### config.mk
export PLATFORM = sky130hd
export DESIGN_NAME = serving_window
export DESIGN_NICKNAME = d
export VERILOG_FILES = /design/src/rtl/overcooked_pkg.sv /design/src/rtl/counter_slot.sv /design/src/rtl/serving_window.sv
export SDC_FILE = /design/constraint.sdc
export NUM_CORES = 1
export LEC_CHECK = 0
export BUFFER_PORTS_ARGS = -buffer_cell sky130_fd_sc_hd__buf_2
export CORE_UTILIZATION = 35
export CTS_CLUSTER_SIZE = 10
export DETAILED_ROUTE_END_ITERATION = 16
export GPL_TIMING_DRIVEN = 0
export REMOVE_ABC_BUFFERS = 1
export SLEW_MARGIN = 20
export SYNTH_ARGS = -nofsm -noshare
export SYNTH_HDL_FRONTEND = slang
export SYNTH_SLANG_ARGS = --single-unit
export TNS_END_PERCENT = 100
### constraint.sdc
create_clock -name clock -period 5.81 [get_ports clock]
set_clock_uncertainty 0.1 [all_clocks]
set_input_delay 0 -clock clock [delete_from_list [all_inputs] [get_ports clock]]
set_output_delay 0 -clock clock [all_outputs]
set_load 0.05 [all_outputs]
### src/rtl/overcooked_pkg.sv
// overcooked_pkg: item codes and serving-space state shared by the kitchen blocks.
package overcooked_pkg;
  typedef logic [3:0] item_t;
  localparam item_t ITEM_EMPTY       = 4'd0;
  localparam item_t ITEM_SOUP_PLATED = 4'd4;
  localparam item_t ITEM_DIRTY_PLATE = 4'd9;
  typedef enum logic [1:0] {EMPTY, FULL, RETURNING, PLATE} slot_state_t;
endpackage

### src/rtl/counter_slot.sv
// counter_slot: one serving space - state, held item, plate-return countdown and consume detect.
module counter_slot
  import overcooked_pkg::*;
#(
  parameter int    PLATE_RETURN = 25175000*5,
  parameter item_t SERVE_ITEM   = ITEM_SOUP_PLATED,
  parameter item_t DIRTY_PLATE  = ITEM_DIRTY_PLATE
) (
  input  logic        clock,
  input  logic        reset_n,
  input  logic        i_place,
  input  logic        i_take,
  input  item_t       i_item,
  input  item_t       i_ret,
  output slot_state_t o_state,
  output item_t       o_item,
  output item_t       o_check,
  output logic        o_consume
);
  localparam int CW = $clog2(PLATE_RETURN + 1);
  slot_state_t r_state;
  item_t       r_item;
  item_t       r_prev;
  logic [CW-1:0] r_cnt;
  // The checker clears a soup by returning 0 after having seen it on the previous cycle.
  assign o_consume = i_ret == ITEM_EMPTY && r_prev == SERVE_ITEM && r_state == FULL && r_item == SERVE_ITEM;
  assign o_state   = r_state;
  assign o_item    = r_item;
  assign o_check   = (r_state == FULL || r_state == PLATE) ? r_item : ITEM_EMPTY;
  always_ff @(posedge clock or negedge reset_n) begin
    if (!reset_n) begin
      r_state <= EMPTY;
      r_item  <= ITEM_EMPTY;
      r_prev  <= ITEM_EMPTY;
      r_cnt   <= '0;
    end else begin
      r_prev <= i_ret;
      if (o_consume) begin
        r_state <= RETURNING;
        r_cnt   <= CW'(PLATE_RETURN - 1);
      end else if (r_state == RETURNING) begin
        if (r_cnt == '0) begin
          r_state <= PLATE;
          r_item  <= DIRTY_PLATE;
        end else r_cnt <= r_cnt - CW'(1);
      end else if (i_place) begin
        r_state <= FULL;
        r_item  <= i_item;
      end else if (i_take) r_state <= EMPTY;
    end
  end
endmodule

### src/rtl/serving_window.sv
// serving_window: two serving spaces with per-player place/take arbitration and a served-dish count.
module serving_window
  import overcooked_pkg::*;
#(
  parameter int    PLATE_RETURN = 25175000*5,
  parameter item_t SERVE_ITEM   = ITEM_SOUP_PLATED,
  parameter item_t DIRTY_PLATE  = ITEM_DIRTY_PLATE
) (
  input  logic            clock,
  input  logic            reset_n,
  input  logic            timer_go,
  input  logic [1:0]      act_valid,
  input  logic [1:0]      act_space,
  input  logic [1:0][3:0] act_hand,
  input  logic [1:0][3:0] ret_spaces,
  output logic [1:0][3:0] check_spaces,
  output logic [1:0]      act_done,
  output logic [1:0]      act_accept,
  output logic [1:0][3:0] act_new_hand,
  output logic [7:0]      served_count
);
  slot_state_t     w_state [2];
  item_t           w_item [2];
  item_t           w_put [2];
  logic [1:0]      w_consume, w_place, w_take, w_ok;
  logic [1:0][3:0] w_new_hand;
  logic            w_contest;
  logic            r_prio;
  logic [1:0]      r_done, r_accept;
  logic [1:0][3:0] r_new_hand;
  logic [7:0]      r_served;
  always_comb begin
    w_contest = &act_valid && act_space[0] == act_space[1];
    w_place   = '0;
    w_take    = '0;
    w_put[0]  = ITEM_EMPTY;
    w_put[1]  = ITEM_EMPTY;
    // A pending consume blocks a take on the same space so the soup is never handed back.
    for (int p = 0; p < 2; p++) begin
      w_ok[p] = act_valid[p] && timer_go && !(w_contest && r_prio == (p == 0)) &&
                (act_hand[p] != ITEM_EMPTY ? w_state[act_space[p]] == EMPTY
                 : (w_state[act_space[p]] == FULL || w_state[act_space[p]] == PLATE) && !w_consume[act_space[p]]);
      w_new_hand[p] = !act_valid[p] ? ITEM_EMPTY : !w_ok[p] ? act_hand[p]
                      : act_hand[p] != ITEM_EMPTY ? ITEM_EMPTY : w_item[act_space[p]];
    end
    for (int p = 0; p < 2; p++) begin
      if (w_ok[p]) begin
        w_place[act_space[p]] = act_hand[p] != ITEM_EMPTY;
        w_take[act_space[p]]  = act_hand[p] == ITEM_EMPTY;
        w_put[act_space[p]]   = act_hand[p];
      end
    end
  end
  for (genvar g = 0; g < 2; g++) begin : g_slot
    counter_slot #(
      .PLATE_RETURN(PLATE_RETURN),
      .SERVE_ITEM  (SERVE_ITEM),
      .DIRTY_PLATE (DIRTY_PLATE)
    ) u_slot (
      .clock    (clock),
      .reset_n  (reset_n),
      .i_place  (w_place[g]),
      .i_take   (w_take[g]),
      .i_item   (w_put[g]),
      .i_ret    (ret_spaces[g]),
      .o_state  (w_state[g]),
      .o_item   (w_item[g]),
      .o_check  (check_spaces[g]),
      .o_consume(w_consume[g])
    );
  end
  always_ff @(posedge clock or negedge reset_n) begin
    if (!reset_n) begin
      r_prio     <= 1'b0;
      r_done     <= '0;
      r_accept   <= '0;
      r_new_hand <= '0;
      r_served   <= '0;
    end else begin
      r_prio     <= w_contest ? ~r_prio : r_prio;
      r_done     <= act_valid;
      r_accept   <= w_ok;
      r_new_hand <= w_new_hand;
      r_served   <= r_served + 8'(w_consume[0]) + 8'(w_consume[1]);
    end
  end
  assign act_done     = r_done;
  assign act_accept   = r_accept;
  assign act_new_hand = r_new_hand;
  assign served_count = r_served;
endmodule

==> metrics.txt <==
worst hold-check path type=input pin to asynchronous set/reset pin; Post-Synth Adder-Cell Area=1.18%; Yosys reg bits=95; drt first pass iters=4; I/O pin count=a little over 50; number of CTS-inserted buffers=9; GR Util All Layers=around 18%; RSZ-0062 raised after global routing=no; CTS max path bufs=2; Top FF cell, synth=dfrtp_1; I/O Buffers=50; yosys warns=0; Post-synth EDFFs=0; sequential element share of the synthesized area=roughly 50%; asr flop ratio synth=100%; Synth Area in Simple Gates=25.0%; Final Max Slew Viols=0; Critical Path Source Type=flip-flop; Data required, critical path=between 5000 and 6000 ps; number of global-route vias before repair=roughly 4000; die height=120 um; Max-slew headroom=41.0%; Initial Util=36.4%; Max FO, Critical Path=22; DRT antenna net count=0; status=completed; Util after Layout=43.6%; post-synthesis cell area=just under 5000 um2; crit-path cells=nor4_1 > and4_1 > inv_1 > a31oi_1 > nor2b_1 > a221o_1 > dlygate4sd3_1; CTS clk-pin slew, worst paths=about 70 ps; via count=4095; proportion of synthesized area in mux cells=about 3.5%; gr ovfl total=0; final WL=approximately 12 mm; WP data arrival=around 3700 ps; Synth Instances=between 400 and 500; syn_area_per_cell=around 10 um2; DR vias/cell=about 5.5; element type at the critical path end=flip-flop; H-tree levels=3; ANT cells=0; initial drt markers=~260; layout cells sized above 1=14.6%; flop2flop setup slack=2260 ps; Clock Sinks=95; part of the cycle the worst path needs=between 60 and 70%; largest net degree at the start of global routing=58; Die W=roughly 120 um; average wire per standard cell=16.1 um; initial antenna violation count=0; Synth top cells by count=dfrtp_1, nand2_1, nor2_1; die area=~14000 um2; Crit Path Class=flip-flop to flip-flop; core footprint=around 13000 um2; Hold Fails Final Rpt=0; largest area contributor in the netlist=dfrtp_1; Cell variety after synth=64; most common cell in the netlist=dfrtp_1; main combinational cell family by area after synthesis=simple AND/OR/NAND/NOR gates; Final Critical Period=3550 ps; Synth Area in XOR/XNOR=approximately 2.9%; final setup TNS=0 ps; # DRC=0; first-pass GRT wire length=20.0 mm; post-DP HPWL=a little over 8 mm; final setup vio count=0; Power Dens Cells=approximately 320 nW/um2; Final Net Count=between 500 and 600; VDD IR max=between 150 and 200 uV; Cell Rows=42; Hold WS=34.0 ps; Lkg Pwr=between 2 and 2.5 nW; Area contributors post-synth=dfrtp_1, nand2_1, nor4_1; f_max=around 0.28 GHz; Worst path slowest cell=dlygate4sd3_1; routability cong.=just under 0.9; max cap viols=0; Clock Tree Root=clkbuf_16; CTS tree=yes; Area Overhead vs Synth=19.9%; Synth Area in Compound Gates=between 15 and 20%; Synth top area share=between 40% and 50%; Worst Tran Pin Value=between 800 and 900 ps; crit-path max cell delay=about 570 ps; clock insertion delay at the later pin of the skew report=between 300 and 400 ps
sequential cells by signal (all words and copies together), names as in the netlist:
| name | flops |
|---|---|
| act_accept | 2 |
| g_slot.u_slot.o_item | 8 |
| act_new_hand | 8 |
| g_slot.u_slot.r_cnt | 54 |
| g_slot.u_slot.r_prev | 8 |
| g_slot.u_slot.o_state | 4 |
| r_prio | 1 |
| served_count | 8 |
| act_done | 2 |
routing by layer:
metal,share of wire (%),GRT usage [%],up-vias
met5,0,0,-
met1,49,24.5,1979
met2,46,27.2,101
li1,-,-,1998
met4,1.3,6.41,0
met3,4.6,3.56,17
what timing repair did:
| action | in CTS | in global routing |
|---|---|---|
| setup buffers | 0 | 0 |
| hold endpoints to repair | 120 | 0 |
| gates resized for setup | 0 | 0 |
| setup endpoints to repair | 0 | 0 |
| hold buffers | 22 | 0 |
final timing paths:
path                                                   from                          to  cells after the start
worst max-delay path            g_slot[0].u_slot.o_state[1]  g_slot[0].u_slot.o_item[2]                      7
worst min-delay path                                reset_n  g_slot[0].u_slot.r_cnt[15]                      2
worst max register to register  g_slot[0].u_slot.o_state[1]  g_slot[0].u_slot.o_item[2]                      7
worst min register to register              served_count[7]             served_count[7]                      1
max in group asynchronous                           reset_n  g_slot[0].u_slot.r_cnt[19]                      3
min in group clock                                 timer_go             act_new_hand[4]                      5
cells by family after synthesis:
group / Yosys count
AO/OA/AOI/OAI: 105
buffers and inverters: 41
flip-flops: 95
XOR/XNOR: 16
adder cells (fa/ha/maj): 4
multiplexers: 17
AND/OR/NAND/NOR: 220
report_power, final:
part / leakage, nW / switching, mW / internal [mW]
logic: 1.26 / 0.291 / 0.139
registers: 1.04 / 0.0746 / 0.728
clock network: 0.147 / 0.261 / 0.369
total: 2.45 / 0.627 / 1.24
placed cells by master, fill, tap and decap left out, drive strengths merged, types with 4 or more instances in the layout:
master,instances
xor2,7
nand4,12
or4,11
o31a,5
and3,8
o31ai,4
dfrtp,95
o221ai,4
and4,7
o211ai,6
nand2,47
dlygate4sd3,22
and2,7
buf,51
a31oi,9
o311ai,4
a21oi,18
o21ai,25
mux2i,15
clkbuf,12
xnor2,9
nor3,19
or3,9
nor2b,4
nand2b,6
nand3,13
nor4,25
inv,23
nor2,35
worst max-delay path: cells and delay by family, from the launching register on:
kind,cells,cell delay [ps]
and+or+nand+nor,3,940
AOI/OAI and AO/OA,2,830
DFF,1,450
buffers and inverters,2,1100
through the flow:
stage / setup slack [ps] / cells / area [um2] / power [mW]
after floorplan: 2940 / 480 / 4790 / 1.09
after global placement: 2370 / 706 / 5260 / 1.21
after detailed placement: 2360 / 707 / 5290 / 1.22
after CTS: 2290 / 745 / 5830 / 1.88
after global routing: 2010 / 745 / 5850 / 1.95
final: 2260 / 745 / 5850 / 1.86
layout make-up:
cell class	count	area [um2]
clock buffers	12	267
clock inverters	4	52.6
fillers	1311	7550
inverters	23	86.3
multi-input cells	362	2340
flip-flops and latches	95	2380
well taps	176	220
repair buffers	73	504
Note: power is estimated with default switching activity, not from simulation.
